### config.mk
export PLATFORM = sky130hd
export DESIGN_NAME = ssd_scan_ctrl
export DESIGN_NICKNAME = d
export VERILOG_FILES = /design/src/rtl/ssd_pkg.sv /design/src/rtl/ssd_hex_encode.sv /design/src/rtl/ssd_scan_ctrl.sv
export SDC_FILE = /design/constraint.sdc
export NUM_CORES = 1
export LEC_CHECK = 0
export ABC_CLOCK_PERIOD_IN_PS = 3850
export BUFFER_PORTS_ARGS = -buffer_cell sky130_fd_sc_hd__buf_2
export CAP_MARGIN = 25
export CELL_PAD_IN_SITES_DETAIL_PLACEMENT = 1
export CELL_PAD_IN_SITES_GLOBAL_PLACEMENT = 1
export CORE_ASPECT_RATIO = 1.75
export CORE_MARGIN = 10
export CORE_UTILIZATION = 30
export DETAILED_ROUTE_END_ITERATION = 7
export PLACE_DENSITY_LB_ADDON = 0.2
export SLEW_MARGIN = 15
export SYNTH_ARGS = -nofsm -noshare
export SYNTH_HDL_FRONTEND = slang
export SYNTH_SLANG_ARGS = --single-unit
### constraint.sdc
create_clock -name clk -period 3.85 [get_ports clk]
set_input_delay 0.385 -clock clk [delete_from_list [all_inputs] [get_ports clk]]
set_output_delay 0.385 -clock clk [all_outputs]
set_load 0.01 [all_outputs]
### src/rtl/ssd_pkg.sv
// Shared constants for the seven-segment scan controller: active-low segment
// patterns (abcdefg) and counter sizing.
package ssd_pkg;

  localparam logic [6:0] SEG_BLANK = 7'h7F;

  localparam logic [6:0] SEG_0 = 7'b0000001;
  localparam logic [6:0] SEG_1 = 7'b1001111;
  localparam logic [6:0] SEG_2 = 7'b0010010;
  localparam logic [6:0] SEG_3 = 7'b0000110;
  localparam logic [6:0] SEG_4 = 7'b1001100;
  localparam logic [6:0] SEG_5 = 7'b0100100;
  localparam logic [6:0] SEG_6 = 7'b0100000;
  localparam logic [6:0] SEG_7 = 7'b0001111;
  localparam logic [6:0] SEG_8 = 7'b0000000;
  localparam logic [6:0] SEG_9 = 7'b0000100;
  localparam logic [6:0] SEG_A = 7'b0001000;
  localparam logic [6:0] SEG_B = 7'b1100000;
  localparam logic [6:0] SEG_C = 7'b0110001;
  localparam logic [6:0] SEG_D = 7'b1000010;
  localparam logic [6:0] SEG_E = 7'b0110000;
  localparam logic [6:0] SEG_F = 7'b0111000;

  function automatic int cnt_width(input int cycles);
    return (cycles > 1) ? $clog2(cycles) : 1;
  endfunction

endpackage

### src/rtl/ssd_hex_encode.sv
// Combinational hex nibble to active-low seven-segment pattern.
module ssd_hex_encode
  import ssd_pkg::*;
(
  input  logic [3:0] i_hex,
  output logic [6:0] o_seg
);

  always_comb begin
    o_seg = SEG_BLANK;
    case (i_hex)
      4'h0: o_seg = SEG_0;
      4'h1: o_seg = SEG_1;
      4'h2: o_seg = SEG_2;
      4'h3: o_seg = SEG_3;
      4'h4: o_seg = SEG_4;
      4'h5: o_seg = SEG_5;
      4'h6: o_seg = SEG_6;
      4'h7: o_seg = SEG_7;
      4'h8: o_seg = SEG_8;
      4'h9: o_seg = SEG_9;
      4'hA: o_seg = SEG_A;
      4'hB: o_seg = SEG_B;
      4'hC: o_seg = SEG_C;
      4'hD: o_seg = SEG_D;
      4'hE: o_seg = SEG_E;
      4'hF: o_seg = SEG_F;
      default: o_seg = SEG_BLANK;
    endcase
  end

endmodule

### src/rtl/ssd_scan_ctrl.sv
// Multiplexed seven-segment scanner with double-buffered frames, leading-zero
// blanking and PWM brightness. All pins are registered and active-low.
module ssd_scan_ctrl
  import ssd_pkg::*;
#(
  parameter int DIGITS      = 8,
  parameter int TICK_CYCLES = 65536,
  parameter int PWM_BITS    = 4
) (
  input  logic                  clk,
  input  logic                  rst,
  input  logic                  load,
  output logic                  ready,
  input  logic [4*DIGITS-1:0]   digits_in,
  input  logic [DIGITS-1:0]     enable_in,
  input  logic [DIGITS-1:0]     dp_in,
  input  logic [PWM_BITS-1:0]   bright_in,
  input  logic                  lz_in,
  output logic [6:0]            seg,
  output logic                  dp,
  output logic [DIGITS-1:0]     an,
  output logic                  frame_tick
);

  localparam int CW     = cnt_width(TICK_CYCLES);
  localparam int SW     = cnt_width(DIGITS);
  localparam int PH_DIV = TICK_CYCLES >> PWM_BITS;
  localparam logic [CW-1:0]       TICK_LAST   = CW'(TICK_CYCLES - 1);
  localparam logic [CW-1:0]       TICK_PRE    = CW'(TICK_CYCLES - 2);
  localparam logic [SW-1:0]       SLOT_LAST   = SW'(DIGITS - 1);
  localparam logic [PWM_BITS-1:0] BRIGHT_FULL = '1;

  typedef struct packed {
    logic [4*DIGITS-1:0] digits;
    logic [DIGITS-1:0]   en;
    logic [DIGITS-1:0]   dp;
    logic [PWM_BITS-1:0] bright;
    logic                lz;
  } frame_t;

  frame_t            r_shadow, r_active, w_in;
  logic [CW-1:0]     r_tick;
  logic [SW-1:0]     r_slot;
  logic              r_ready, r_frame_tick, r_dp;
  logic [6:0]        r_seg;
  logic [DIGITS-1:0] r_an;

  logic              w_tick_end, w_frame_end, w_lit, w_blank, w_dp;
  logic [CW-1:0]     w_phase;
  logic [3:0]        w_digit;
  logic [6:0]        w_hex, w_seg;
  logic [DIGITS-1:0] w_an, w_lz_blank;
  logic [DIGITS:1]   w_hi_nz;

  assign w_in        = {digits_in, enable_in, dp_in, bright_in, lz_in};
  assign w_tick_end  = (r_tick == TICK_LAST);
  assign w_frame_end = w_tick_end && (r_slot == SLOT_LAST);

  // w_hi_nz[i]: some digit at position i or above is non-zero
  assign w_hi_nz[DIGITS] = 1'b0;
  assign w_lz_blank[0]   = 1'b0;
  for (genvar i = 1; i < DIGITS; i++) begin : g_lz
    assign w_hi_nz[i]    = w_hi_nz[i+1] | (|r_active.digits[4*i +: 4]);
    assign w_lz_blank[i] = r_active.lz & ~w_hi_nz[i];
  end

  assign w_digit = r_active.digits[{r_slot, 2'b00} +: 4];
  assign w_phase = r_tick / CW'(PH_DIV);
  assign w_lit   = (r_active.bright == BRIGHT_FULL) || (w_phase < CW'(r_active.bright));
  assign w_blank = !r_active.en[r_slot] || w_lz_blank[r_slot];

  ssd_hex_encode u_hex (
    .i_hex (w_digit),
    .o_seg (w_hex)
  );

  // Anode stays off on tick 0 so segment changes settle before the digit lights
  always_comb begin
    w_an  = '1;
    w_seg = SEG_BLANK;
    w_dp  = 1'b1;
    if (w_lit) begin
      if (r_tick != '0) w_an = ~(DIGITS'(1) << r_slot);
      if (!w_blank) begin
        w_seg = w_hex;
        w_dp  = ~r_active.dp[r_slot];
      end
    end
  end

  always_ff @(posedge clk) begin
    if (rst) begin
      r_tick       <= '0;
      r_slot       <= '0;
      r_ready      <= 1'b1;
      r_shadow     <= '0;
      r_active     <= '0;
      r_frame_tick <= 1'b0;
      r_an         <= '1;
      r_seg        <= SEG_BLANK;
      r_dp         <= 1'b1;
    end else begin
      r_tick <= w_tick_end ? '0 : r_tick + 1'b1;
      if (w_tick_end) r_slot <= (r_slot == SLOT_LAST) ? '0 : r_slot + 1'b1;
      // ready low means a shadow frame is pending, so the two branches are exclusive
      if (load && r_ready) begin
        r_shadow <= w_in;
        r_ready  <= 1'b0;
      end else if (w_frame_end && !r_ready) begin
        r_active <= r_shadow;
        r_ready  <= 1'b1;
      end
      // Looks one cycle ahead so the registered pulse lands on the terminal cycle
      r_frame_tick <= (r_tick == TICK_PRE) && (r_slot == SLOT_LAST);
      r_an         <= w_an;
      r_seg        <= w_seg;
      r_dp         <= w_dp;
    end
  end

  assign ready      = r_ready;
  assign frame_tick = r_frame_tick;
  assign an         = r_an;
  assign seg        = r_seg;
  assign dp         = r_dp;

endmodule

======== After elaboration in Yosys (flattened, before gate mapping) ========
Memories as Yosys holds them, arrays and structs flattened. A register that Yosys moved wholly into a read port is not among the register bits.
Cells that the tools add are included.
word-level totals
  bits in registers ....................... 136
  ROM bits ................................ 112
  input port bits ......................... 56
  output and inout bits ................... 18
  logic and storage cells ................. 82
  memories kept ........................... 1
cells by class
  add/subtract/negate cells ............... 2
  $lt $le $gt $ge ......................... 2
  equality and inequality tests ........... 4
  shifts and indexed selects .............. 2
  muxes and demuxes ....................... 9
  bitwise gates (word level) .............. 25
  reductions and logical operators ........ 21
memory list
  name             depth  bits a word  rd ports  clocked after memory_dff  write ports  RTL line              source
  (no name shown)  16     7            1         1                         0            ssd_hex_encode.sv:11  case (i_hex)
operator list
  operator                 count
  $eq A16 B16 Y1 const B   2
  $shiftx A32 B6 Y4        1
  $reduce_or A4 Y1         7
  $add A16 B1 Y16 const B  1
  $reduce_bool A16 Y1      1
  $not A1 Y1               11
  $bmux W1 S3              3
  $not A8 Y8               1
  $shl A1 B3 Y8 const A    1
  $and A1 B1 Y1            7
  $or A1 B1 Y1             6
  $reduce_or A3 Y1         2
  $mux W1                  5
  $eq A4 B4 Y1 const B     1
  $logic_and A1 B1 Y1      4
  $lt A3 B4 Y1 const B     1
  $lt A4 B4 Y1             1
  $add A3 B1 Y3 const B    1
  $eq A3 B3 Y1 const B     1
  $mux W3                  1
  $logic_not A1 Y1         2
  $logic_or A1 B1 Y1       2
  $reduce_and A2 Y1        1
  $reduce_bool A2 Y1       1
  $reduce_or A2 Y1         1

======== Longest topological paths before layout ========
Gate-level depths: netlist of the first run.
  depth in word-level cells ............... 13
  mapped depth ............................ 11
  mapped depth without buffers ............ 9

======== Hierarchy ========
Synthesis of the first run repeated with hierarchy kept, for this count alone.
second synthesis, totals
  cell total of the unflattened synthesis .. 737
  area, all modules ....................... 6302.3 µm²
by module, submodules not included
  module          times used  cells each  area an instance (µm²)
  ssd_scan_ctrl   1           704         6033.3
  ssd_hex_encode  1           33          269.0

======== Worst setup path after synthesis of the first run ========
No wires, ideal clock.
  path kind ............................... flip-flop to flip-flop
  start point ............................. register r_slot[0]
  end point ............................... register r_seg[6], in the netlist seg[6]
  library setup time ...................... 140 ps
  data arrival time ....................... 2225 ps
  data required time ...................... 3710 ps
  path slack .............................. 1485 ps
  cell stages (with the launch flop) ...... 10
  buffers on the path ..................... 2
  clock period less this slack ............ 2365 ps
  cell sequence ........................... dfxtp_1 -> buf_2 -> buf_2 -> mux4_2 -> nand2_1 -> nand2_1 -> ha_1 -> or3_1 -> o221ai_1 -> nand2_1
on the way
  cells in the longest elaborated chain, start to end .. 5
RTL lines
  element                        RTL line              source
  from (decl)                    ssd_scan_ctrl.sv:43   logic [SW-1:0] r_slot;
  from (signal assigned)         ssd_scan_ctrl.sv:104  if (w_tick_end) r_slot <= (r_slot == SLOT_LAST) ? '0 : r_slot + 1'b1;
  $bmux W1 S3                    ssd_scan_ctrl.sv:70   assign w_blank = !r_active.en[r_slot] || w_lz_blank[r_slot];
  $mux W1 (implied by the code)  ssd_scan_ctrl.sv:70
  $logic_not A1 Y1               ssd_scan_ctrl.sv:70
  $logic_or A1 B1 Y1             ssd_scan_ctrl.sv:70
  $reduce_or A3 Y1 (no line)     --
  to (decl)                      ssd_scan_ctrl.sv:45   logic [6:0] r_seg;
Several ways; a longest one is shown, not always the timed one. The select of a mux whose other input is x is not followed.
A chain may end at the register's enable or synchronous reset.

======== Final worst setup path of the first run ========
  start point ............................. register r_slot[1]
  end point ............................... register r_seg[6], in the netlist seg[6]
Same word-level chain as after synthesis.

==> run summary, run 1 <==
The flow ran to the end, and the final reports show no timing, DRC or antenna violations. The combinational share of power is approximately 3.7%. The post-route DRC violation count came out at 0. The horizontal extent of the die came out at 126.7 µm. The finished cells cover between 0.006 and 0.007 mm².

The post-synth design cell area is approximately 0.006 mm². The kind of cell with the highest combined delay along the critical path is simple AND/OR/NAND/NOR gates. The post-route fraction of the period consumed by the critical path came out at 68.50%. The fraction of power consumed by the clock network came out at about 51%. Of all cell types, the one taking the most synthesized area is dfxtp_1. The count of cells along the worst register-to-register path is 8. The worst flop-to-flop path startpoint is r_slot[1]$_SDFFE_PP0N_. The smallest clock period supported by the final layout is computed as approximately 2.6 ns. The final setup skew is just over 0.009 ns. The number of antenna violations at the first check in global routing was 0. The flop-to-flop setup slack came out at 1.21 ns.

The final setup TNS came out at 0 ns. The sequential power share is between 40% and 50%. The final setup slack of the worst path came out at roughly 1.2 ns. For the worst setup path, the data arrival time is just under 3 ns.

The worst-case clock buffer depth is 2. The DRC violation total after the first TritonRoute iteration came out at 232. The total power draw is 3409 µW. The stage delay of the slowest cell on the critical path came out at about 0.60 ns.

The worst max-slew margin expressed relative to the limit is between 30% and 40%. CTS saw 143 sinks. Dividing the synthesized area by the synthesized cell count gives approximately 8.6 µm². Counting stages on the worst path, the most repeated cell is nand2_1. The worst vdd rail ir drop came out at around 0.28 mV. The initial cell density of the core came out at ~30%. The layout overhead on the synthesized area came out at 16.93%.

OpenSTA, run right after detailed placement, puts the worst setup slack at 1.209 ns. The placed wire-length estimate came out at about 12,000 µm. Summed over all nets, the switching power comes to 764.8 µW. STA classifies the critical path startpoint as a flip-flop. The maximum fanout along the worst path is 10. Entering global routing, the biggest net connects 69 pins. Input and output buffers added on the ports amount to between 70 and 80. The clock latency on the worst-skew pair is approximately 0.42 ns.

The total wirelength of the detailed-routed design is about 16,000 µm. The all-layer global routing usage is about an eighth. The critical path class is flip-flop to flip-flop.

The total buffers and inverters traversed by the critical path is 1. Cell internal power was estimated by the tool at ~2600 µW. Dividing the detail-routed wire length by the instance count gives 16.15 µm.

The final number of max-transition violations came to 0. Tracing the worst setup path back leads to its startpoint at r_slot[1]$_SDFFE_PP0N_. The global-route wire length before repair came out at 26,320 µm.

0 antenna diodes ended up in the layout. Walking the worst path, the cells encountered are buf_4 > mux4_2 > nand2_1 > nand2_1 > ha_1 > or3_1 > o221ai_1 > nand2_1. The final number of setup-violating endpoints is 0. The switching power share of the total is 22.43%. The sequential fraction of the synthesis area is a little under half. The count of standard-cell rows is 68.

The master cell of the clock root buffer is clkbuf_16. Once the clock tree was built, the resizer swapped 0 gates to a different size. The number of nets at the end of the flow is 822. In the synthesized netlist, the cells that appear most often are 239 x nand2_1, 143 x dfxtp_1, 106 x a21oi_1. The number of clock buffers added by TritonCTS is 17. The number of ports placed on the die boundary came out at 74. The type of destination of the critical path is a flip-flop. The core region is approximately 0.020 mm². By area the synthesized netlist is led by dfxtp_1 48%, nand2_1 15%, a21oi_1 8.9%. The data required time at the worst endpoint came out at 4.12 ns. The critical path runs through a total of 8 cells.

For this run, asynchronously set or reset flops after synthesis account for 0%. The number of nets produced by synthesis is 767. The via density per instance came out at roughly 4.8.

The leakage power total is about 0.0025 µW. The power per cell area came out at 487.6 mW/mm². The count of final hold-check violations is 0. The die height is 206.8 µm. The detail route stage leaves a number of antenna-violating nets equal to 0. The count of TritonRoute iterations in the first routing pass is 4. The share of the synthesized area in the top cell type came out at 47.88%. The slowest stage of the critical path is the dfxtp_1 cell. nand2_1 is the most common cell in the netlist. The floorplan die area came out at ~0.026 mm². The count of cell types in the netlist came out at 47. The post-synthesis instance total is between 600 and 700. TritonCTS built the clock tree. The hold-fix buffer count after cts came out at 0. The final weighted congestion of routability-driven global placement came out at around 0.81. Along the worst hold path, the cell count comes to 3. The max-cap check violation count came out at 0. The total number of vias came out at roughly 5,000. For this run, the leading register cell type out of synthesis is dfxtp_1. The via count of the first global-routing pass came out at 5,210. The remaining global-route overflow is 0. The layout has about 2,300 filler cells. The maximum clock frequency is 0.3792 GHz. In this run the most critical hold path is launched from digits_in[15]. Counting flops and latches in the post-synthesis netlist gives between 100 and 150. The slew at the pin closest to its max-slew limit is 0.9049 ns.

Yosys printed 0 warnings. The clock input transition at the sequential cells of the worst setup and hold paths is about 0.06 ns. Setup repair after global routing left no endpoint under its margin. Summing all placed instances gives a cell area of approximately 0.0064 mm². The number of levels the H-tree was split into came out at 4. The path class of the tightest hold or removal check is input pin to flip-flop. Cells fill 35.57% of the core in the end. The count of buffers added by post-CTS timing repair for setup is 0.

Cells with a size suffix above 1 make up a little under a fifth of the layout. The number of enable-type register cells in the synthesized netlist is 0.
state kept, by name, indices dropped and copies added, names as in the netlist, 3 cells and up:
signal,flops
seg,7
r_slot,3
r_shadow,53
r_active,53
r_tick,16
an,8
placed cells by master (no fill, tap or decap), types with 2 or more instances in the layout:
cell,count
buf_2,72
xor2_1,9
mux4_2,12
clkbuf_16,17
clkinvlp_4,3
nand4_1,5
ha_1,18
or3_1,2
nand2_1,239
nand3_1,12
clkinv_4,2
xnor2_1,4
nor3_1,3
bufinv_16,4
nor4_1,9
a21oi_2,9
nor2_1,20
a211oi_1,3
a21oi_1,106
o21ai_0,7
buf_4,8
clkinv_2,5
nand2b_1,2
and2_1,2
mux2i_1,5
inv_1,14
dfxtp_1,143
o221ai_1,5
worst paths after layout:
path	endpoint
hold / removal	r_shadow[36]$_SDFFE_PP0P_
setup / recovery	seg[6]$_SDFF_PP1_
hold reg to reg	r_shadow[8]$_SDFFE_PP0P_
setup reg to reg	seg[6]$_SDFF_PP1_
worst reg2reg max path, stage by stage, from the launching register on:
cell      delay, ns
dfxtp_1        0.60
buf_4          0.28
mux4_2         0.52
nand2_1        0.08
nand2_1        0.17
ha_1           0.29
or3_1          0.38
o221ai_1       0.08
nand2_1        0.08
routing by layer:
layer | track usage [%] | vias up | part of all wire, %
met3 | 2.837 | 17 | 3.0
li1 | - | 2422 | -
met2 | 22.98 | 67 | 55
met5 | 0 | - | 0
met4 | 5.510 | 0 | 2.0
met1 | 12.77 | 2363 | 40
area by class of cell:
cell class / count / area [µm²] / share of cell area, %
inverters: 15 / 56.30 / 0.8053
clock buffers: 17 / 425.4 / 6.084
clock inverters: 15 / 193.9 / 2.774
well taps: 245 / 306.5 / 4.384
flip-flops and latches: 143 / 2863 / 40.94
multi-input cells: 491 / 2726 / 38.99
repair buffers: 80 / 420.4 / 6.013
through the flow:
| step | std cells | hold WS [ns] |
|---|---|---|
| after CTS | 1006 | 0.1845 |
| after floorplan | 693 | 0.4295 |
| after global routing | 1006 | 0.1970 |
| final | 1006 | 0.1985 |
| after detailed placement | 974 | 0.4485 |
| after global placement | 974 | 0.4430 |
power by group through the flow:
stage	combinational [µW]	clock [µW]	sequential, µW
6_report	127	1740	1540
3_3_place_gp	125	0	1570
3_5_place_dp	131	0	1570
2_1_floorplan	85.3	0	1560
4_1_cts	132	1790	1540
5_1_grt	148	1850	1540
cell families after synthesis:
family                     count (synthesis)  share of synthesized area, %
adders and majority gates                 18                         3.767
DFF                                      143                         47.88
and+or+nand+nor                          307                         21.62
buffers and inverters                     59                         6.550
muxes                                     18                         5.733
AOI/OAI and AO/OA                        135                         12.56
xor gates and xnor gates                  13                         1.904
Note: power is estimated with default switching activity, not from simulation.
==> run 2, diff against run 1 <==
--- a/config.mk
+++ b/config.mk
@@ -5,7 +5,7 @@
 export SDC_FILE = /design/constraint.sdc
 export NUM_CORES = 1
 export LEC_CHECK = 0
-export ABC_CLOCK_PERIOD_IN_PS = 3850
+export ABC_CLOCK_PERIOD_IN_PS = 2300
 export BUFFER_PORTS_ARGS = -buffer_cell sky130_fd_sc_hd__buf_2
 export CAP_MARGIN = 25
 export CELL_PAD_IN_SITES_DETAIL_PLACEMENT = 1
==> constraint.sdc (replaced) <==
create_clock -name clk -period 2.3 [get_ports clk]
set_input_delay 0.23 -clock clk [delete_from_list [all_inputs] [get_ports clk]]
set_output_delay 0.23 -clock clk [all_outputs]
set_load 0.01 [all_outputs]
==> run summary, run 2 (same netlist as run 1, synthesis figures left out) <==
The final antenna-violating net count came out at 0. The number of levels the H-tree was split into is 4. The total number of clock tree sinks came out at 143. The number of antenna diodes is 0. Setup repair after global routing left no endpoint under its margin. The worst max-slew margin expressed relative to the limit is about half. Global routing used approximately 3.8% of the available met3 tracks.

In the final layout, the registers with the most flip-flops are r_active: 53 flops, r_shadow: 53 flops, r_tick: 16 flops. The die covers between 0.02 and 0.03 mm². The count of standard-cell rows came out at 68. The worst setup path is launched from a flip-flop. The flop-to-flop setup slack came out at 0.15 ns. The proportion of layout cells with a drive suffix above 1 came out at between 20% and 30%. The count of final hold-check violations came to 0. The count of TritonRoute iterations in the first routing pass is 4. The horizontal extent of the die is ~130 µm. The via count of the first global-routing pass is around 5,300. The placeable core area is 0.01965 mm². The worst vdd rail ir drop is ~0.5 mV. The layout overhead on the synthesized area is 19.73%.

TritonCTS built the clock tree. The cell family contributing the most delay on the critical path is simple AND/OR/NAND/NOR gates. The worst flop-to-flop path startpoint is r_slot[1]$_SDFFE_PP0N_.

The final layout contains 835 nets. The largest net degree at the start of global routing is between 60 and 70. The max-cap check violation count is 0. The critical path is of the flip-flop to flip-flop type. Setup violations remaining at the end of the flow were counted as 0. The maximum fanout along the worst path is 6. The endpoint of the worst-slack reg-to-reg timing path is seg[6]$_SDFF_PP1_. The mean routed wirelength per cell is 16.04 µm. The final weighted congestion of routability-driven global placement is 0.8344. The worst setup path is captured at a flip-flop.

Detailed placement ended at an HPWL of about 12,000 µm. The met2 track demand over resource in global routing came out at between 20% and 30%. The data required time at the worst endpoint came out at roughly 2.6 ns. The arrival time at the worst endpoint came out at between 2 and 2.5 ns. On the critical path, the stage with the largest delay is an instance of mux4_2. The setup slack after placement is 0.04004 ns. After clock tree synthesis, the clock-pin slew on the worst setup and hold paths is about 0.06 ns. The number of buffers and inverters on the critical path is 0. The met1 track utilization from global routing came out at roughly an eighth.

met2 is the most crowded layer. The first global-routing pass estimated 26,990 µm of wire. Traced cell by cell, the critical path runs through mux4_2 > nand2_1 > nand2_1 > ha_1 > or3_1 > o221ai_1 > nand2_1. The source of the critical timing path is r_slot[1]$_SDFFE_PP0N_.

The total wirelength of the detailed-routed design came out at 16,330 µm. The area of placed instances is between 0.006 and 0.007 mm². The top cell types in the final layout, fill and taps aside, are 239 x nand2_1, 141 x dfxtp_1, 106 x a21oi_1, 72 x buf_2, 20 x nor2_1. The number of antenna violations at the first check in global routing is 0. The leakage power total came out at about 0.0026 µW. The die height is 206.8 µm. The remaining global-route overflow is 0. Leaving out fill and tap cells, the most frequent cell in the layout is nand2_1. The run finished with clean final reports. The final number of max-transition violations came out at 0. The final setup TNS is 0 ns. The root buffer cell chosen for the clock tree is clkbuf_16.

The maximum clock frequency came out at roughly 0.46 GHz. At the pin with the least slew margin, the transition time is 0.7448 ns. The final setup skew is roughly 0.010 ns. Global routing consumed, over all layers together, between 10% and 20% of the routing resources. The largest single stage delay on the critical path is between 0.5 and 0.6 ns. The clock latency on the worst-skew pair is between 0.4 and 0.5 ns. In the routed layout, each cell is associated on average with a via count of just under 5. The post-route DRC violation count came out at 0. The DRC violation total after the first TritonRoute iteration came out at approximately 220. The dominant cell type by count on the critical path is nand2_1. Once layout is done, the placed cells without fillers occupy 0.007159 mm². The final setup slack of the worst path came out at 0.1481 ns. The initial cell density of the core came out at a little under a third. In this run the worst setup path terminates at seg[6]$_SDFF_PP1_.

The count of buffers added by post-CTS timing repair for setup is 0. The number of ports placed on the die boundary came out at 74. The post-route fraction of the period consumed by the critical path is a little over 90%. The total number of vias is 4,901. No sink is reached through more buffers than the 2 on the longest clock path. In this run the power density over the cells is around 820 mW/mm².

The class of the worst hold path is input pin to flip-flop. The logic depth of the worst path, buffers included is 7. The count of cells along the worst register-to-register path is 7.

Input and output buffers added on the ports amount to between 70 and 80. TritonCTS created 17 clock buffers. The minimum clock period is approximately 2.2 ns.
[run 2: changes by cell type in the layout (fill, tap and decap cells not counted), sizes merged]
cell      change
clkbuf        +5
buf          +13
clkinv        -5
clkinvlp      -2
bufinv        +1
[run 2: timing repair]
action	CTS	global route
resized for setup	0	4
hold buffers	0	0
endpoints found under the setup margin	0	13
[run 2: worst reg2reg max path, cell delays in order, from the launching register on]
cell and delay [ns]:
dfxtp_2 0.41, mux4_2 0.52, nand2_1 0.08, nand2_1 0.15, ha_1 0.29, or3_1 0.41
o221ai_1 0.10, nand2_1 0.07
[run 2: final cells by class]
type                       instances  area, µm²
clock inverter                     9      180.2
sequential                       143       2865
multi-input combinational        491       2734
clock buffer                      22      474.2
timing repair buffer              93      543.0
tap                              245      306.5
inverter                          15      56.30
fill                            2327      12490
[run 2: worst min-delay path by stage]
stage	start	to	cells past startpoint
after floorplan	lz_in	r_shadow[0]$_SDFFE_PP0P_	2
after global placement	r_active[20]$_SDFFE_PP0P_	r_active[20]$_SDFFE_PP0P_	2
after detailed placement	r_shadow[29]$_SDFFE_PP0P_	r_active[29]$_SDFFE_PP0P_	2
after CTS	digits_in[6]	r_shadow[27]$_SDFFE_PP0P_	3
after global routing	digits_in[14]	r_shadow[35]$_SDFFE_PP0P_	3
final	digits_in[12]	r_shadow[33]$_SDFFE_PP0P_	3
[run 2: through the flow]
step           hold slack, ns  total power [µW]  std cells  utilization, %
6_report              0.03986              5866       1018           36.43
2_1_floorplan          0.3660              2757        693               -
3_5_place_dp           0.4477              2853        987           33.05
5_1_grt               0.03027              6095       1018           36.43
4_1_cts               0.02212              5946       1018           36.38
3_3_place_gp           0.4426              2842        987           33.05
[run 2: power breakdown]
| part | switching, µW | leakage [µW] | internal, µW | total, µW |
|---|---|---|---|---|
| logic | 133 | 0.00116 | 84.1 | 217 |
| registers | 38.9 | 0.00116 | 2540 | 2570 |
| clock network | 1070 | 0.000317 | 2010 | 3070 |
| total | 1240 | 0.00264 | 4630 | 5870 |
[run 2: layer usage]
layer | up-vias | wire length, µm
met2 | 74 | 8807
met4 | 0 | 376
met1 | 2348 | 6515
met3 | 29 | 626
li1 | 2450 | -
met5 | - | 0
